--- src/rtl/mc_path_scheduler.sv ---
// Sequences the Monte Carlo datapath: per step pg -> corr -> sde, per path pay -> acc,
// then one discount pass and a done pulse. All outputs are registered from the next state.
//
// state  | meaning
// S_IDLE | waiting for start; indices hold their last values
// S_GEN  | path_generator enabled
// S_CORR | correlated_noise enabled
// S_SDE  | sde_solver enabled (one Euler step)
// S_PAY  | payoff_calculator enabled
// S_ACC  | accumulator update, one cycle per path
// S_DISC | discount_engine enabled
// S_DONE | done pulse (with err when a count was zero)
module mc_path_scheduler #(
  parameter int LAT_PG   = 1,
  parameter int LAT_CORR = 1,
  parameter int LAT_SDE  = 1,
  parameter int LAT_PAY  = 1,
  parameter int LAT_DISC = 4,
  parameter int STEP_W   = 16,
  parameter int PATH_W   = 32
) (
  input  logic              clk,
  input  logic              rst,
  input  logic              start,
  input  logic              abort,
  input  logic [STEP_W-1:0] n_steps,
  input  logic [PATH_W-1:0] n_paths,
  output logic              en_pg,
  output logic              en_corr,
  output logic              en_sde,
  output logic              sel_init,
  output logic              en_pay,
  output logic              en_acc,
  output logic              acc_clr,
  output logic              en_disc,
  output logic [STEP_W-1:0] step_idx,
  output logic [PATH_W-1:0] path_idx,
  output logic              busy,
  output logic              done,
  output logic              err
);

  localparam int PH_W = 8;
  localparam logic [PH_W-1:0] LD_PG   = PH_W'(LAT_PG - 1);
  localparam logic [PH_W-1:0] LD_CORR = PH_W'(LAT_CORR - 1);
  localparam logic [PH_W-1:0] LD_SDE  = PH_W'(LAT_SDE - 1);
  localparam logic [PH_W-1:0] LD_PAY  = PH_W'(LAT_PAY - 1);
  localparam logic [PH_W-1:0] LD_DISC = PH_W'(LAT_DISC - 1);

  typedef enum logic [2:0] {
    S_IDLE, S_GEN, S_CORR, S_SDE, S_PAY, S_ACC, S_DISC, S_DONE
  } state_t;

  state_t            state, state_nxt;
  logic [PH_W-1:0]   phase, phase_nxt;
  logic [STEP_W-1:0] steps_q, steps_nxt, step_nxt;
  logic [PATH_W-1:0] paths_q, paths_nxt, path_nxt;
  logic              err_nxt, clr_nxt, tc;

  assign tc = (phase == '0);

  always_ff @(posedge clk or negedge rst) begin
    if (!rst) begin
      state    <= S_IDLE;
      phase    <= '0;
      steps_q  <= '0;
      paths_q  <= '0;
      step_idx <= '0;
      path_idx <= '0;
      en_pg    <= 1'b0;
      en_corr  <= 1'b0;
      en_sde   <= 1'b0;
      sel_init <= 1'b0;
      en_pay   <= 1'b0;
      en_acc   <= 1'b0;
      acc_clr  <= 1'b0;
      en_disc  <= 1'b0;
      busy     <= 1'b0;
      done     <= 1'b0;
      err      <= 1'b0;
    end else begin
      state    <= state_nxt;
      phase    <= phase_nxt;
      steps_q  <= steps_nxt;
      paths_q  <= paths_nxt;
      step_idx <= step_nxt;
      path_idx <= path_nxt;
      en_pg    <= (state_nxt == S_GEN);
      en_corr  <= (state_nxt == S_CORR);
      en_sde   <= (state_nxt == S_SDE);
      sel_init <= (state_nxt inside {S_GEN, S_CORR, S_SDE}) && (step_nxt == '0);
      en_pay   <= (state_nxt == S_PAY);
      en_acc   <= (state_nxt == S_ACC);
      acc_clr  <= clr_nxt;
      en_disc  <= (state_nxt == S_DISC);
      busy     <= (state_nxt != S_IDLE);
      done     <= (state_nxt == S_DONE);
      err      <= err_nxt;
    end
  end

  always_comb begin
    state_nxt = state;
    phase_nxt = tc ? '0 : phase - 1'b1;
    steps_nxt = steps_q;
    paths_nxt = paths_q;
    step_nxt  = step_idx;
    path_nxt  = path_idx;
    err_nxt   = 1'b0;
    clr_nxt   = 1'b0;
    case (state)
      S_IDLE: begin
        phase_nxt = '0;
        if (start && !abort) begin
          steps_nxt = n_steps;
          paths_nxt = n_paths;
          if (n_steps == '0 || n_paths == '0) begin
            state_nxt = S_DONE;
            err_nxt   = 1'b1;
          end else begin
            state_nxt = S_GEN;
            phase_nxt = LD_PG;
            step_nxt  = '0;
            path_nxt  = '0;
            clr_nxt   = 1'b1;
          end
        end
      end
      S_GEN:  if (tc) begin state_nxt = S_CORR; phase_nxt = LD_CORR; end
      S_CORR: if (tc) begin state_nxt = S_SDE;  phase_nxt = LD_SDE;  end
      S_SDE: begin
        // steps_q is never 0 here, so the subtraction cannot underflow
        if (tc) begin
          if (step_idx != steps_q - STEP_W'(1)) begin
            step_nxt  = step_idx + 1'b1;
            state_nxt = S_GEN;
            phase_nxt = LD_PG;
          end else begin
            state_nxt = S_PAY;
            phase_nxt = LD_PAY;
          end
        end
      end
      S_PAY:  if (tc) begin state_nxt = S_ACC; phase_nxt = '0; end
      S_ACC: begin
        if (path_idx != paths_q - PATH_W'(1)) begin
          path_nxt  = path_idx + 1'b1;
          step_nxt  = '0;
          state_nxt = S_GEN;
          phase_nxt = LD_PG;
        end else begin
          state_nxt = S_DISC;
          phase_nxt = LD_DISC;
        end
      end
      S_DISC: if (tc) begin state_nxt = S_DONE; phase_nxt = '0; end
      S_DONE: state_nxt = S_IDLE;
      default: state_nxt = S_IDLE;
    endcase
    if (abort && state != S_IDLE) begin
      state_nxt = S_IDLE;
      phase_nxt = '0;
      step_nxt  = step_idx;
      path_nxt  = path_idx;
      err_nxt   = 1'b0;
      clr_nxt   = 1'b0;
    end
  end

endmodule

--- config.mk ---
export PLATFORM = sky130hd
export DESIGN_NAME = mc_path_scheduler
export DESIGN_NICKNAME = d
export VERILOG_FILES = /design/src/rtl/mc_path_scheduler.sv
export SDC_FILE = /design/constraint.sdc
export NUM_CORES = 1
export LEC_CHECK = 0
export ABC_AREA = 1
export CAP_MARGIN = 20
export CORE_ASPECT_RATIO = 0.75
export CORE_MARGIN = 3
export CORE_UTILIZATION = 42
export DETAILED_ROUTE_END_ITERATION = 12
export GPL_ROUTABILITY_DRIVEN = 1
export PLACE_DENSITY = 0.63
export SYNTH_ARGS = -nofsm -noshare
export SYNTH_HDL_FRONTEND = slang
export SYNTH_SLANG_ARGS = --single-unit
--- constraint.sdc ---
create_clock -name clk -period 2.68 [get_ports clk]
set_input_delay 0.536 -clock clk [delete_from_list [all_inputs] [get_ports clk]]
set_output_delay 0.536 -clock clk [all_outputs]
set_load 0.005 [all_outputs]
==> run summary, run 1 <==
status: finished clean
clock transition at the registers of the reported paths: 0.06 ns
vias post-DR: 9,492
worst hold slack: 0.0737 ns
diode count: 0
Seq/Total Area, Yosys: 33.3%
Setup Viol. Count Final: 0
CTS tree: done
CP peak stage delay: 0.39 ns
Antenna Violating Nets Remaining: 0
# IOs: 111
metal2 WL: 11,600 um
Cell Area, Placed: 11,400 sq um
post-synthesis cell area: 8880 sq um
power per standard cell area: 868 nW/um^2
routed length per instance: 15.8 um
share of layout cells above drive strength 1: 21.9%
ys async rst share: 100%
Mapped Nets: 1,398
average size of a mapped cell: 6.62 sq um
clk_lat worst skew: 0.44 ns
WP buf/inv: 2
WP data arrival: 3.00 ns
final critical-path required period: 2.67 ns
Final Cell Area: 12,500 sq um
WS Path Type: reg2reg
LEAKAGE: 5.98 nW
max_cap viols: 0
htree depth: 4
RSZ-0062 raised after global routing: yes
required time of the critical path: 3.01 ns
post-route clock period utilization: 99.6%
# port buffers: 110
vias in the first global route: 8,816
pre-CTS setup slack: -0.259 ns
Switch Pwr: 4.73 mW
area grow syn2layout: 40.4%
gpl congestion: 1.03
Die W: 174 um
commonest non-fill, non-tap cell in the layout: nand2_1
Synth Flop Type: dfrtp_1
CTS buffer count: 17
clk_skew: 0.0161 ns
Met3 Routed Length: 2680 um
initial antenna violation count: 0
Clock Path Buffers: 2
sequential share of power: 25.9%
grt ovf: 0
power share of the clock group: 22.3%
CTS sink cnt: 118
achievable frequency: 0.375 GHz
Comb pwr share: 51.8%
warning count from the yosys run: 0
Hold Fails Final Rpt: 0
Yosys cell types: 47
DR top layer: met4
critical path peak fanout: 8
crit path cell chain: inv_2, ha_4, nand3_4, nor2_8, nand2_8, nor2_4, nand2_2, nand2_2, nand4_4, nor2_4, nand4_4, nand2_8, nand2_2, nand2_2, inv_1, nand3_2, nor2_2, nand3_1, nor2_1
initial core utilization: 43.3%
CP endpoint kind: flip-flop
Avg Vias per Cell: 5.01
Final WS setup: 0.0115 ns
final WL: 29,900 um
internal power: 6.09 mW
full die area: 22,900 sq um
Worst-Margin Slew: 0.652 ns
# rows: 45
First-pass DRT Iterations: 5
most frequent cells in the layout: nand2_1 (363), inv_1 (174), nor2_1 (148), buf_4 (143), dfrtp_1 (112)
Die H: 132 um
largest net degree at the start of global routing: 88
Sw Share: 43.7%
most frequent CP cell: nand2_2
Max stage delay cell, worst path: dfrtp_1
synthesized instance count: 1,341
CTS root buffer: clkbuf_16
dpl hpwl: 23,300 um
core box area: 20,500 sq um
count of final max-slew check failures: 0
Crit path max-delay family: simple AND/OR/NAND/NOR gates
# DRC: 0
Post-synth EDFFs: 0
worst min path class: in2async
GRT Total Usage: 25.9%
Met1 Wirelength: 15,300 um
Iteration-0 DRC Markers: 921
first-pass GRT wire length: 47,800 um
crit path launch type: flip-flop
Total Nets Final: 1,657
Slew headroom: 56.1%
worst ir drop on vdd: 608 uV
flops & latches, synth: 118
==> flip-flops by register name (all words and copies together) (netlist names) <==
name,flops
phase,8
sel_init,1
step_idx,16
en_corr,1
steps_q,16
acc_clr,1
paths_q,32
done,1
err,1
busy,1
en_sde,1
en_pay,1
en_acc,1
state,3
en_disc,1
en_pg,1
path_idx,32
==> power by group through the flow <==
stage | clock network (mW) | logic, mW | registers [mW]
2_1_floorplan | 0 | 3.17 | 2.65
3_3_place_gp | 0 | 4.96 | 2.77
3_5_place_dp | 0 | 5.03 | 2.77
4_1_cts | 2.46 | 5.16 | 2.75
5_1_grt | 2.54 | 6.28 | 2.86
6_report | 2.41 | 5.61 | 2.80
==> area by class of cell <==
class | instances | area, sq um
sequential | 118 | 2960
clock buffer | 21 | 460
clock inverter | 11 | 146
inverter | 195 | 744
multi-input combinational | 1007 | 5500
tap | 282 | 353
timing repair buffer | 261 | 2300
fill | 1959 | 8030
==> final timing paths <==
| path | startpoint | to | slack [ns] | cells after the start |
|---|---|---|---|---|
| setup / recovery | paths_q[1]$_DFFE_PN0P_ | sel_init$_DFF_PN0_ | 0.01 | 19 |
| hold / removal | rst | steps_q[13]$_DFFE_PN0P_ | 0.07 | 1 |
| setup reg to reg | paths_q[1]$_DFFE_PN0P_ | sel_init$_DFF_PN0_ | 0.01 | 19 |
| hold reg to reg | phase[0]$_DFF_PN0_ | phase[0]$_DFF_PN0_ | 0.47 | 1 |
| max in group asynchronous | rst | paths_q[4]$_DFFE_PN0P_ | 1.95 | 2 |
| min in group clk | phase[0]$_DFF_PN0_ | phase[0]$_DFF_PN0_ | 0.47 | 1 |
==> per-stage QoR <==
stage	TNS [ns]	util, %	instances	power [mW]
detailed placement	-3.69	55.4	1853	7.79
global route	-1.85	60.8	1895	11.7
finish	0	60.8	1895	10.8
floorplan	0	-	1341	5.83
CTS	0	58.7	1888	10.4
global placement	-5.64	55.4	1853	7.72
==> repair_timing <==
action / CTS / global route
gates cloned: 0 / 1
endpoints found under the hold margin: 0 / 0
setup buffers: 3 / 6
endpoints found under the setup margin: 14 / 49
hold buffers: 0 / 0
pin swaps: 6 / 42
gates resized for setup: 13 / 105
==> metal layers <==
| layer | vias up | GRT usage, % |
|---|---|---|
| li1 | 4798 | - |
| met1 | 4343 | 41.6 |
| met2 | 326 | 34.4 |
| met3 | 25 | 6.74 |
| met4 | 0 | 4.82 |
| met5 | - | 0 |
==> kinds of logic (layout without fill, tap and decap cells) <==
kind of cell               Yosys count  in the layout  share of synthesized area [%]
AOI/OAI and AO/OA                  125            125                           8.16
DFF                                118            118                           33.3
adders and majority gates            5              5                          0.705
xor gates and xnor gates            64             64                           6.31
and+or+nand+nor                    809            810                           41.8
muxes                                3              3                          0.380
buffers and inverters              217            488                           9.34
==> cell usage after synthesis, types with 12 or more instances <==
master | number | area share [%]
o21ai_1 | 14 | 0.79
nor2_2 | 19 | 1.3
nand3b_1 | 12 | 1.0
inv_2 | 15 | 0.63
xnor2_1 | 21 | 2.1
nand2_2 | 21 | 1.5
xor2_1 | 43 | 4.2
nand2_1 | 383 | 16
nor2_1 | 178 | 7.5
o31ai_1 | 18 | 1.5
nand3_1 | 85 | 4.8
dfrtp_1 | 118 | 33
o21ai_0 | 55 | 3.1
clkbuf_1 | 17 | 0.72
nor3_1 | 28 | 1.6
inv_1 | 178 | 7.5
a21oi_1 | 22 | 1.2
nand4_1 | 37 | 2.6
==> worst register-to-register path: stages (launching register included) <==
cell     delay (ns)
dfrtp_1        0.39
inv_2          0.09
ha_4           0.16
nand3_4        0.12
nor2_8         0.22
nand2_8        0.11
nor2_4         0.16
nand2_2        0.09
nand2_2        0.09
nand4_4        0.08
nor2_4         0.17
nand4_4        0.26
nand2_8        0.22
nand2_2        0.07
nand2_2        0.07
inv_1          0.06
nand3_2        0.08
nor2_2         0.04
nand3_1        0.06
nor2_1         0.04
(Power assumes the default switching activity.)
==> run 2: changes to the inputs <==
--- a/config.mk
+++ b/config.mk
@@ -11,8 +11,8 @@
 export CORE_MARGIN = 3
 export CORE_UTILIZATION = 42
 export DETAILED_ROUTE_END_ITERATION = 12
-export GPL_ROUTABILITY_DRIVEN = 1
 export PLACE_DENSITY = 0.63
+export SKIP_LAST_GASP = 1
 export SYNTH_ARGS = -nofsm -noshare
 export SYNTH_HDL_FRONTEND = slang
 export SYNTH_SLANG_ARGS = --single-unit
==> results of run 2 <==
Same layout as run 1: the final DEF is identical, and so are final timing and power.
==> run 3: changes to the inputs <==
--- a/config.mk
+++ b/config.mk
@@ -5,13 +5,12 @@
 export SDC_FILE = /design/constraint.sdc
 export NUM_CORES = 1
 export LEC_CHECK = 0
-export ABC_AREA = 1
 export CAP_MARGIN = 20
 export CORE_ASPECT_RATIO = 0.75
 export CORE_MARGIN = 3
 export CORE_UTILIZATION = 42
 export DETAILED_ROUTE_END_ITERATION = 12
-export PLACE_DENSITY = 0.63
+export PLACE_DENSITY = 0.65
 export SKIP_LAST_GASP = 1
 export SYNTH_ARGS = -nofsm -noshare
 export SYNTH_HDL_FRONTEND = slang
==> run 3 against run 2 <==
The flow now finishes with violations (negative setup slack). Via count down 20%. Sequential cell count did not move. Highest routed layer unchanged. Largest power group unchanged. Sequential power decreased by 7%. First-iteration DRC count shrank 45%. Setup slack worse by 1.0 ns. Clock-buffer cell count decreased by 1. Utilization is 11 points higher. Non-clock buffer count up 109. Sequential share of layout area is 1.3 points higher. Area after synthesis down 19%. Wire length down 16%. Maximum frequency fell by 28%.
==> run summary, run 3 <==
critical path peak fanout: 5 (was 8)
core box area: 16,400 sq um (was 20,500 sq um)
Yosys top cell area share: 40.9% (was 33.3%)
share of layout cells above drive strength 1: 39.2% (was 21.9%)
CP peak stage delay: 0.56 ns (was 0.39 ns)
clk_lat worst skew: 0.43 ns (was 0.44 ns)
WS Path Type: reg2reg (unchanged)
Iteration-0 DRC Markers: 504 (was 921)
crit path cell chain: or4_4, buf_6, or4_4, nor4_4, o31ai_4, nand4b_4, o21ai_4, buf_6, a221o_1, or3_1, nor4_1, and4_1 (was inv_2, ha_4, nand3_4, nor2_8, nand2_8, nor2_4, nand2_2, nand2_2, nand4_4, nor2_4, nand4_4, nand2_8, nand2_2, nand2_2, inv_1, nand3_2, nor2_2, nand3_1, nor2_1)
status: complete, but fails checks (was finished clean)
Filler Cell Count: 1,207 (was 1,959)
worst ir drop on vdd: 545 uV (was 608 uV)
Max stage delay cell, worst path: or4_4 (was dfrtp_1)
largest net degree at the start of global routing: 119 (was 88)
crit path launch type: flip-flop (unchanged)
initial core utilization: 43.9% (was 43.3%)
Slew headroom: 54.0% (was 56.1%)
gpl congestion: 0.922 (was 1.03)
Total Nets Final: 1,176 (was 1,657)
count of final max-slew check failures: 0 (unchanged)
Seq/Total Area, Yosys: 40.9% (was 33.3%)
post-route clock period utilization: 138% (was 99.6%)
CTS tree: done (unchanged)
vias post-DR: 7,580 (was 9,492)
CTS root buffer: clkbuf_16 (unchanged)
Yosys cell types: 64 (was 47)
worst min path class: in2async (unchanged)
Fin Setup TNS: -45.65 ns (was 0 ns)
final critical-path required period: 3.70 ns (was 2.67 ns)
Die W: 157 um (was 174 um)
Setup Viol. Count Final: 62 (was 0)
# rows: 40 (was 45)
commonest non-fill, non-tap cell in the layout: buf_4 (was nand2_1)
WP data arrival: 4.06 ns (was 3.00 ns)
first-pass GRT wire length: 39,800 um (was 47,800 um)
achievable frequency: 0.270 GHz (was 0.375 GHz)
final WL: 25,200 um (was 29,900 um)
CTS buffer count: 17 (unchanged)
required time of the critical path: 3.04 ns (was 3.01 ns)
flops & latches, synth: 118 (unchanged)
Antenna Violating Nets Remaining: 0 (unchanged)
synthesized instance count: 766 (was 1,341)
Final WS setup: -1.02 ns (was 0.0115 ns)
routed length per instance: 18.8 um (was 15.8 um)
grt ovf: 0 (unchanged)
Clock Path Buffers: 2 (unchanged)
Post-synth top cells: dfrtp_1 (118), nor2_1 (76), mux2_2 (49), xor2_1 (48), nand2_1 (42) (was nand2_1 (383), inv_1 (178), nor2_1 (178), dfrtp_1 (118), nand3_1 (85))
area grow syn2layout: 63.2% (was 40.4%)
# DRC: 0 (unchanged)
Die H: 119 um (was 132 um)
warning count from the yosys run: 0 (unchanged)
# port buffers: 110 (unchanged)
vias in the first global route: 7,606 (was 8,816)
most frequent cells in the layout: buf_4 (224), dfrtp_1 (118), clkdlybuf4s50_1 (109), nor2_1 (69), mux2_2 (48) (was nand2_1 (363), inv_1 (174), nor2_1 (148), buf_4 (143), dfrtp_1 (112))
LEAKAGE: 5.29 nW (was 5.98 nW)
average size of a mapped cell: 9.42 sq um (was 6.62 sq um)
First-pass DRT Iterations: 5 (unchanged)
max_cap viols: 0 (unchanged)
RSZ-0062 raised after global routing: yes (unchanged)
Hold Fails Final Rpt: 0 (unchanged)
Avg Vias per Cell: 5.65 (was 5.01)
dpl hpwl: 17,700 um (was 23,300 um)
top cells by area, synth: dfrtp_1 (41%), mux2_2 (7.6%), xor2_1 (5.8%), xnor2_1 (4.7%), nor2_1 (4.0%) (was dfrtp_1 (33%), nand2_1 (16%), inv_1 (7.5%), nor2_1 (7.5%), nand3_1 (4.8%))
full die area: 18,800 sq um (was 22,900 sq um)
top flop regs: path_idx (32), paths_q (32) (unchanged)
htree depth: 4 (unchanged)
Worst-Margin Slew: 0.690 ns (was 0.652 ns)
most common cell in the synthesized netlist: dfrtp_1 (was nand2_1)
GRT Total Usage: 26.8% (was 25.9%)
CTS sink cnt: 118 (unchanged)
worst hold slack: 0.176 ns (was 0.0737 ns)
# IOs: 111 (unchanged)
Synth Flop Type: dfrtp_1 (unchanged)
failing checks: negative setup slack
post-synthesis cell area: 7210 sq um (was 8880 sq um)
Mapped Nets: 823 (was 1,398)
CP endpoint kind: flip-flop (unchanged)
clk_skew: 0.0119 ns (was 0.0161 ns)
initial antenna violation count: 0 (unchanged)
cell taking the most area after synthesis: dfrtp_1 (unchanged)
diode count: 0 (unchanged)
Post-synth EDFFs: 0 (unchanged)
Core Util, Final: 71.7% (was 60.8%)
clock transition at the registers of the reported paths: 0.06 ns (about the same)
power per standard cell area: 849 nW/um^2 (was 868 nW/um^2)
ys async rst share: 100% (unchanged)
CTS Hold Bufs: 0 (unchanged)
==> run 3: cell count changes after synthesis, moves of 17 or more <==
cell     change
inv_1      -155
nand3_1     -57
nand2_1    -341
nor4_1      +25
nor2_1     -102
nor2_2      -19
o21ai_0     -36
nand4_1     -17
and3_1      +18
mux2_2      +46
xnor2_1     +18
nand2_2     -21
==> run 3: routing by layer <==
metal | global-route usage [%] | part of all wire, % | wire [um]
met1 | 39.8 | 48 | 12100
met2 | 40.0 | 44 | 11200
met3 | 4.72 | 6.3 | 1580
met4 | 7.59 | 1.4 | 341
met5 | 0 | 0 | 0
==> run 3: per-stage QoR <==
step	worst slack [ns]	std cells	power, mW	cell area (sq um)
2_1_floorplan	-0.852	766	5.00	7270
3_3_place_gp	-1.04	1284	6.93	10300
3_5_place_dp	-1.14	1284	7.08	10300
4_1_cts	-0.923	1332	9.67	11400
5_1_grt	-1.15	1342	10.5	11800
6_report	-1.02	1342	9.99	11800
==> run 3: area by class of cell <==
cell class	instances	area, sq um	area share [%]
tap	210	263	2.23
clock inverter	12	153	1.30
clock buffer	20	437	3.71
timing repair buffer	370	3230	27.4
multi-input combinational	589	4650	39.5
inverter	23	88.8	0.754
sequential	118	2950	25.1
==> run 3: cell families (layout without fill, tap and decap cells) <==
group                      after synthesis  after routing  share of synthesized area [%]
buffers and inverters                   60            425                           3.28
xor gates and xnor gates                87             87                           10.6
AOI/OAI and AO/OA                      119            119                           11.6
DFF                                    118            118                           40.9
and+or+nand+nor                        324            325                           24.6
adders and majority gates                5              5                          0.867
muxes                                   53             53                           8.20
==> run 3: report_power, final <==
| part | switching, mW | internal [mW] | total, mW |
|---|---|---|---|
| Clock | 0.874 | 1.46 | 2.34 |
| Combinational | 2.43 | 2.61 | 5.05 |
| Sequential | 0.346 | 2.26 | 2.61 |
| Total | 3.65 | 6.34 | 9.99 |
==> run 3: final timing paths <==
kind / slack [ns] / cells after the start / startpoint / to
setup / recovery: -1.02 / 12 / paths_q[24]$_DFFE_PN0P_ / sel_init$_DFF_PN0_
hold / removal: 0.18 / 2 / rst / path_idx[10]$_DFFE_PN0P_
setup reg to reg: -1.02 / 12 / paths_q[24]$_DFFE_PN0P_ / sel_init$_DFF_PN0_
hold reg to reg: 0.55 / 1 / paths_q[30]$_DFFE_PN0P_ / paths_q[30]$_DFFE_PN0P_
max in group asynchronous: 1.95 / 2 / rst / steps_q[4]$_DFFE_PN0P_
min in group clk: 0.55 / 1 / paths_q[30]$_DFFE_PN0P_ / paths_q[30]$_DFFE_PN0P_
==> run 3: timing repair <==
action                     CTS  global route
pin swaps                   40            54
resized for setup           92            70
setup buffers               16            22
cloned                       2             0
setup endpoints to repair   62            62
==> run 3: worst max-delay path: cells and delay by family, from the launching register on <==
family,cells,cell delay [ns]
flops,1,0.37
buf+inv,2,0.30
simple gates,7,2.44
compound gates,3,0.52
